===== src/rtl/shift_rows_pipe.sv =====
// Flow-controlled AES/Rijndael ShiftRows / InvShiftRows stage for Nb = 4, 6 or 8,
// with the transformed state queued in a DEPTH-entry output FIFO.
module shift_rows_pipe #(
  parameter int WORD_SIZE = 8,
  parameter int NB        = 4,
  parameter int DEPTH     = 2
) (
  input  logic                           clk,
  input  logic                           rst,
  input  logic                           clear,
  input  logic                           in_valid,
  output logic                           in_ready,
  input  logic                           in_inv,
  input  logic [WORD_SIZE*4*NB-1:0]      in_data,
  output logic                           out_valid,
  input  logic                           out_ready,
  output logic                           out_inv,
  output logic [WORD_SIZE*4*NB-1:0]      out_data,
  output logic [$clog2(DEPTH+1)-1:0]     count
);

  localparam int DW = WORD_SIZE * 4 * NB;
  localparam int CW = $clog2(DEPTH + 1);
  localparam int PW = (DEPTH > 1) ? $clog2(DEPTH) : 1;
  localparam logic [PW-1:0] LAST_PTR = PW'(DEPTH - 1);
  localparam logic [CW-1:0] FULL_CNT = CW'(DEPTH);

  generate
    if (!(NB == 4 || NB == 6 || NB == 8)) begin : g_bad_nb
      $error("shift_rows_pipe: NB must be 4, 6 or 8");
    end
    if (DEPTH < 1) begin : g_bad_depth
      $error("shift_rows_pipe: DEPTH must be at least 1");
    end
  endgenerate

  // Rijndael row offsets: 0,1,2,3 for Nb = 4/6; 0,1,3,4 for Nb = 8.
  function automatic int row_shift(input int r);
    if (NB == 8 && r >= 2) return r + 1;
    return r;
  endfunction

  function automatic logic [PW-1:0] bump(input logic [PW-1:0] p);
    return (p == LAST_PTR) ? '0 : p + 1'b1;
  endfunction

  logic [DW-1:0] shifted;

  // Byte k = 4c + r sits at the top of the bus for k = 0.
  always_comb begin
    shifted = '0;
    for (int c = 0; c < NB; c++) begin
      for (int r = 0; r < 4; r++) begin
        if (in_inv)
          shifted[DW-1-WORD_SIZE*(4*c+r) -: WORD_SIZE] =
            in_data[DW-1-WORD_SIZE*(4*((c + NB - row_shift(r)) % NB) + r) -: WORD_SIZE];
        else
          shifted[DW-1-WORD_SIZE*(4*c+r) -: WORD_SIZE] =
            in_data[DW-1-WORD_SIZE*(4*((c + row_shift(r)) % NB) + r) -: WORD_SIZE];
      end
    end
  end

  logic [DW:0]   mem [DEPTH];
  logic [DW:0]   last_q;
  logic [PW-1:0] wr_ptr, rd_ptr;
  logic          push, pop;

  assign in_ready  = (count < FULL_CNT) && !clear;
  assign out_valid = (count != '0);
  assign push      = in_valid && in_ready;
  assign pop       = out_valid && out_ready && !clear;

  // NOTE: the storage array has no reset; out_valid and last_q decide what is visible.
  always_ff @(posedge clk) begin
    if (push) mem[wr_ptr] <= {in_inv, shifted};
  end

  // NOTE: sequential state uses non-blocking assignments so every register samples pre-edge values.
  always_ff @(posedge clk or posedge rst) begin
    if (rst) begin
      wr_ptr <= '0;
      rd_ptr <= '0;
      count  <= '0;
      last_q <= '0;
    end else begin
      // Remember the current head so the outputs hold once the FIFO drains.
      if (out_valid) last_q <= mem[rd_ptr];
      if (clear) begin
        wr_ptr <= '0;
        rd_ptr <= '0;
        count  <= '0;
      end else begin
        if (push) wr_ptr <= bump(wr_ptr);
        if (pop)  rd_ptr <= bump(rd_ptr);
        case ({push, pop})
          2'b10:   count <= count + CW'(1);
          2'b01:   count <= count - CW'(1);
          default: count <= count;
        endcase
      end
    end
  end

  assign {out_inv, out_data} = out_valid ? mem[rd_ptr] : last_q;

endmodule

===== config.mk =====
export PLATFORM = sky130hd
export DESIGN_NAME = shift_rows_pipe
export DESIGN_NICKNAME = d
export VERILOG_FILES = /design/src/rtl/shift_rows_pipe.sv
export SDC_FILE = /design/constraint.sdc
export NUM_CORES = 1
export LEC_CHECK = 0
export ABC_AREA = 1
export CAP_MARGIN = 20
export CORE_MARGIN = 4
export CORE_UTILIZATION = 52
export DETAILED_ROUTE_END_ITERATION = 10
export HOLD_SLACK_MARGIN = 0.15
export PLACE_DENSITY_LB_ADDON = 0.25
export SYNTH_ARGS = -nofsm -noshare
export SYNTH_HDL_FRONTEND = slang
export SYNTH_SLANG_ARGS = --single-unit

===== constraint.sdc =====
create_clock -name clk -period 8.5 [get_ports clk]
set_input_delay 1.275 -clock clk [delete_from_list [all_inputs] [get_ports clk]]
set_output_delay 1.275 -clock clk [all_outputs]
set_load 0.01 [all_outputs]

; ---- Word-level counts from Yosys, hierarchy flattened
; Memories as Yosys holds them, arrays and structs flattened.
; Index checks and enable logic that the tools add are counted.
[word_totals]
input_bits = 134
reg_bits = 133
ramBits = 258
n_memories = 1
word_cells = 40
out_inout_bits = 133
[op_classes]
muxes = 19
reduce_logical = 9
n_eq_ne = 2
order_cmp = 1
n_addsub = 4
[mem_list]
columns = name, depth, word_bits, read_ports, rd_ports_with_merged_regs, write_ports, line_no
row1 = mem, 2, 129, 1, 0, 1, 64  ; logic [DW:0] mem [DEPTH];
[op_table]
columns = operator, count
row1 = $mux 129, 1
row2 = $mux 8, 8
row3 = $mux 1, 8
row4 = $reduce_bool 2->1, 3
row5 = $logic_and 1x1->1, 4
row6 = $pmux 2 s2, 1
row7 = $reduce_bool 3->1, 1
row8 = $add 1x1->1 const B, 2
row9 = $add 2x1->2 const B, 1
row10 = $eq 2x1->1 const B, 1
row11 = $eq 2x2->1 const B, 1
row12 = $lt 2x2->1 const B, 1
row13 = $mux 2, 1
row14 = $sub 2x1->2 const B, 1
row15 = $logic_not 1->1, 1

; ---- Depth between registers and ports, before layout
; Gate-level depths: netlist of run 1.
[logic_depth]
ltp_word = 6
mapped_depth = 8
ltp_nobuf = 8

; ---- Least setup slack after synthesis of run 1
; OpenSTA, ideal clock, no wires.
[synth_timing]
path_type = input -> register
start = input port clear
end = memory mem[0][0] (netlist name) (enable)
stages = 5
t_required_ns = 7.882
path_buffers = 0
setup_time_ns = 0.618
arrival_ns = 6.998
setup_slack_ns = 0.883
path_cell_list = inv_1 nand2_1 nor2_1 inv_1 nor2_1
[synth_between]
elab_chain_cells = 5
[synth_lines]
columns = item, line_no
row1 = from (decl), 10  ; input logic clear,
row2 = $logic_not 1->1, 69  ; assign in_ready = (count < FULL_CNT) && !clear;
row3 = $logic_and 1x1->1, 69
row4 = $logic_and 1x1->1, 71  ; assign push = in_valid && in_ready;
row5 = $mux 1, 76  ; if (push) mem[wr_ptr] <= {in_inv, shifted};
row6 = $mux 1 (implied by the code), 76
row7 = to (decl), 64
; No other way between the ends.

; ---- Worst setup path after layout of run 1
[layout_timing]
start = register rd_ptr
end = output port out_data[100]
[layout_between]
elab_chain_cells = 2
[layout_lines]
columns = item, line_no
row1 = from (decl), 66  ; logic [PW-1:0] wr_ptr, rd_ptr;
row2 = from (signal assigned), 95  ; if (pop) rd_ptr <= bump(rd_ptr);
row3 = $mem_v2 2x129, -
row4 = $mux 129, -
row5 = to (decl), 18  ; output logic [WORD_SIZE*4*NB-1:0] out_data,
; No other way between the ends.

==> impl_metrics.ini, run 1 <==
[synthesis]
async_reset_ff_share_pct = 34.0
synth_area_leader_cell = edfxtp_1
synthTopCellsByArea = edfxtp_1 (53%), dfrtp_1 (23%), a21oi_1 (10%), nand2_1 (4.5%), nor2_1 (4.3%)
ys_ff_latch = 391
ys_warn_count = 0
seq_area_frac_synth_pct = 76.2
syn_area_mm2 = 0.0145
synthCells = 1178
netlist.area_leader.share_pct = 53.3
syn_nets = 1312
syn_area_per_cell_um2 = 12.3
ys_types = 18
yosys_most_used_dff = edfxtp_1
synth_edf_count = 258

[clock_network]
cts_max_level = 2
clk-insertion-delay-late_ns = 0.52
cts.hold.buffers_added = 0
cts_resized = 0
cts_buffers = 40
cts_tree = built
post_cts_buffers = 0
cts_buffer_depth = 3
cts.clk_slew.worst_paths_ns = 0.06
cts_sinks = 391
cts-root-buf = clkbuf_16

[finish]
num-nets-final = 1563
final_common_cell = a21oi_1
syn_to_final_growth_pct = 29.5
final_layout_size_suffix_gt1_share_pct = 5.68
layout.filler_cells = 1959
antenna_cells = 0
final_cell_mix = a21oi_1 (292), clkdlybuf4s50_1 (265), edfxtp_1 (258), nand2_1 (175), nor2_1 (164)
fin_util_pct = 69.1

[setup_path]
start_kind = flop
crit_chain = inv_4, buf_4, nand2_1, a21oi_1, clkdlybuf4s50_1
reg2reg_slack_ns = 5.60
r2r_end = last_q[100]
worstPathBufferInverterCount = 3
r2r-start = rd_ptr
reg2reg_depth = 4
cp_slowest_cell = dfrtp_4
required_ns = 7.22
arrival_ns = 3.90
cpLargestDelayFamily = buffers and inverters
slowest_delay_ns = 0.80
crit_path_end_kind = output port
timing_worst_setup_path_type = flop to output port
path_max_fanout = 74

[worst_hold_path]
holdCritStartpoint = mem[0][34]
hp-class = flop to flop
holdPathStages = 2
hold_end = last_q[34]

[timing]
hold-worst-slack_ns = 0.533
setup_viol = 0
tightest_slew_ns = 1.07
slew_headroom_pct = 28.8
fmax_ghz = 0.193
post-route-min-period_ns = 5.18
rsz0062_at_grt = no
final-hold-violation-count = 0
fin_crit_sh_pct = 60.9
fin_skew_ns = 0.0117
fin_setup_tns_ns = 0
report.final.slew_viol_count = 0

[floorplan]
start_util_pct = 53.3
die_area_mm2 = 0.0307
rows = 60
die_w_um = 175
core_mm2 = 0.0273
io_pins = 267
fp.dieH_um = 175

[power_and_ir_drop]
power_density_mw_per_mm2 = 301
p_total_mw = 5.67
ir_worst_vdd_mv = 0.199
p_leak_nw = 7.26

[grt]
grt_pass1_wl_um = 57600
antenna_found_initial = 3
grt_pass1_vias = 10200
grt-ovfl-total = 0
grt_max_degree = 131
gr-usage-all-layers_pct = 24.0

[route]
ant_nets = 0
post_drt_wl_per_cell_um = 20.3
drtIter0Drc = 846
viasPerCell = 5.38
dr.pass1.iters = 5
drcViolationCount = 0
num_vias = 9860
totalWireLength_um = 37300

[place]
dp_hpwl_um = 22500
gp_congestion = 0.821
portBuffers = 266

[outcome]
status = finished clean

[flow_run]
max-cap-violations = 0
[synth_stat cells (2+ instances only)]
cell type	count
a21oi_1	292
a21oi_2	2
buf_2	46
buf_4	4
clkbuf_1	18
dfrtp_1	133
edfxtp_1	258
inv_1	40
inv_2	2
nand2_1	175
nand3_1	3
nor2_1	166
o21ai_0	34
[logic make-up (layout without fill, tap and decap cells)]
family / count (synthesis) / in the layout / synth area share [%]
buf+inv: 113 / 396 / 3.47
flops: 391 / 391 / 76.2
compound gates: 328 / 328 / 11.3
simple gates: 346 / 346 / 8.99
[per-layer routing]
metal	up-vias	part of all wire, %	GRT usage (%)
met4	6	1.7	5.27
met1	4859	43	34.6
li1	4575	-	-
met3	56	7.7	5.08
met5	-	0.072	0
met2	364	48	38.2
[layout make-up]
type                            count  area (µm²)  share of cell area (%)
Inverter                           43         169                   0.897
Tap cell                          372         465                    2.47
Multi-Input combinational cell    674        2980                    15.8
Clock inverter                     12         138                   0.731
Timing Repair Buffer              279        2800                    14.8
Clock buffer                       62        1190                    6.35
Sequential cell                   391       11100                    58.9
[sequential cells by signal (all words and copies together) (netlist names)]
name and count:
mem 258, last_q 129, rd_ptr 1, wr_ptr 1, count 2
[power breakdown]
part	total [mW]	switching, mW	internal, mW
Clock	1.76	0.701	1.06
Combinational	1.45	0.782	0.665
Sequential	2.46	0.104	2.36
[worst max path at each step]
stage          startpoint       endpoint  cells past startpoint
5_1_grt            rd_ptr  out_data[100]                      5
6_report           rd_ptr  out_data[100]                      5
3_5_place_dp       rd_ptr   out_data[87]                      5
3_3_place_gp       rd_ptr   out_data[91]                      5
4_1_cts            rd_ptr   out_data[87]                      5
2_1_floorplan       clear      mem[0][0]                      5
[worst register-to-register path, cell delays in order (launching register included)]
cell and delay (ns):
dfrtp_4 0.80, inv_4 0.73, buf_4 0.79, nand2_1 0.13, a21oi_1 0.32
[stage by stage]
stage               instance area, µm²  setup slack (ns)  instances
finish                           18800              3.32       1833
global route                     18800              3.10       1833
CTS                              18800              3.31       1831
detailed placement               17500              3.87       1757
global placement                 17400              3.87       1756
floorplan                        14500             0.883       1178
(Power assumes the default switching activity.)
==> run 2, diff against run 1 <==
==> constraint.sdc (replaced) <==
create_clock -name clk -period 5.35 [get_ports clk]
set_input_delay 0.8025 -clock clk [delete_from_list [all_inputs] [get_ports clk]]
set_output_delay 0.8025 -clock clk [all_outputs]
set_load 0.01 [all_outputs]
==> impl_metrics.ini, run 2 (synthesis gave the netlist of run 1 again) <==
[timing]
slew_headroom_pct = 23.2
fmax_ghz = 0.241
fin_crit_sh_pct = 77.7
setup_viol = 0
hold-worst-slack_ns = 0.527
final-hold-violation-count = 0
report.final.slew_viol_count = 0
layout_setup_ws_ns = 1.19
post-route-min-period_ns = 4.16
fin_skew_ns = 0.0198
tightest_slew_ns = 1.15
rsz0062_at_grt = no

[finish]
top_register = mem
reg_top3 = mem (258), last_q (129), count (2)
layout.filler_cells = 1908
multi_input_area_mm2 = 0.00298
stdcell_count = 1837
final_common_cell = a21oi_1
largest_register_ffs = 258
num-nets-final = 1565
syn_to_final_growth_pct = 29.9
final_layout_size_suffix_gt1_share_pct = 6.02
seqCellArea_mm2 = 0.0111
final_cell_mix = a21oi_1 (292), clkdlybuf4s50_1 (265), edfxtp_1 (258), nand2_1 (175), nor2_1 (164)
fin_util_pct = 69.3

[clock_network]
cts_sinks = 391
cts_resized = 0
cts_tree = built
post_cts_buffers = 0
cts_buffer_depth = 3
cts_max_level = 2
cts-root-buf = clkbuf_16
cts_buffers = 40
cts.hold.buffers_added = 0
cts.clk_slew.worst_paths_ns = 0.06
clk-insertion-delay-late_ns = 0.52

[power_and_ir_drop]
power.switching_mw = 2.51
power_density_mw_per_mm2 = 474
p_total_mw = 8.96
p_leak_nw = 7.30
power_frac_clock_pct = 30.7
ir_worst_vdd_mv = 0.285
comb_power_share_pct = 25.8
switching_share_pct = 28.0
seq_power_share_pct = 43.5
p_int_mw = 6.45

[setup_path]
arrival_ns = 3.35
start_kind = flop
path_max_fanout = 89
crit_path_end_kind = output port
timing_worst_setup_path_type = flop to output port
required_ns = 4.55

[worst_hold_path]
hp-class = flop to flop

[place]
gp_congestion = 0.806
place_inst = 1758
dp_hpwl_um = 21500
portBuffers = 266
pre_cts_slack_ns = 1.79

[grt]
gr-usage-all-layers_pct = 23.0
grt_max_degree = 131
grt_pass1_wl_um = 55500
grt-ovfl-total = 0
grt_pass1_vias = 9879
antenna_found_initial = 5

[flow_run]
max-cap-violations = 0

[floorplan]
start_util_pct = 53.3
die_area_mm2 = 0.0307
io_pins = 267
rows = 60
die_w_um = 175
fp.dieH_um = 175
core_mm2 = 0.0273

[route]
dr.pass1.iters = 7
num_vias = 9839
totalWireLength_um = 35900
ant_nets = 0
drtIter0Drc = 797
viasPerCell = 5.36
post_drt_wl_per_cell_um = 19.5
drcViolationCount = 0

[outcome]
status = finished clean
-- run 2: changes by cell type in the layout (fill, tap and decap cells not counted), moves of 3 or more --
| cell | change |
|---|---|
| clkbuf_1 | -9 |
| diode_2 | +3 |
| clkbuf_8 | -4 |
| clkinv_1 | +5 |
| clkinv_2 | +7 |
-- run 2: critical path, cell delays in order (launching register included) --
cell	delay [ns]
dfrtp_4	0.75
buf_4	0.94
a21oi_1	0.18
a21oi_1	0.26
clkdlybuf4s50_1	0.62
-- run 2: final timing paths --
kind | from | endpoint | depth (start not counted) | slack [ns]
min | mem[0][5] | last_q[5] | 2 | 0.53
min in group asynchronous | rst | last_q[21] | 2 | 0.61
min reg2reg | mem[0][5] | last_q[5] | 2 | 0.53
max | rd_ptr | out_inv | 4 | 1.19
max in group asynchronous | rst | last_q[92] | 4 | 3.46
max reg2reg | count[1] | mem[1][122] | 6 | 2.99
-- run 2: power groups by stage --
stage / clock network (mW) / logic, mW / registers, mW
after floorplan: 0 / 1.08 / 3.92
after global placement: 0 / 2.28 / 3.93
after detailed placement: 0 / 2.30 / 3.95
after CTS: 2.80 / 2.32 / 3.90
after global routing: 2.93 / 2.50 / 3.94
final: 2.75 / 2.31 / 3.90
-- run 2: final cells by class --
cell class	instances	area share (%)
sequential	391	58.7
tap	372	2.46
multi-input combinational	674	15.8
inverter	43	0.894
antenna	3	0.0397
clock inverter	23	1.01
timing repair buffer	281	15.2
clock buffer	50	5.99
-- run 2: layer usage --
layer	up-vias	wire [µm]	track usage, %	share of wire, %
met5	-	37	0	0.10
met4	6	737	5.14	2.1
met3	60	3030	6.14	8.4
met2	370	16900	36.5	47
met1	4814	15200	32.4	42
li1	4589	-	-	-
-- run 2: stage by stage --
stage	setup TNS, ns	area (µm²)
6_report	0	18900
5_1_grt	0	18900
4_1_cts	0	18800
3_5_place_dp	0	17500
3_3_place_gp	0	17500
2_1_floorplan	-462.88	14500
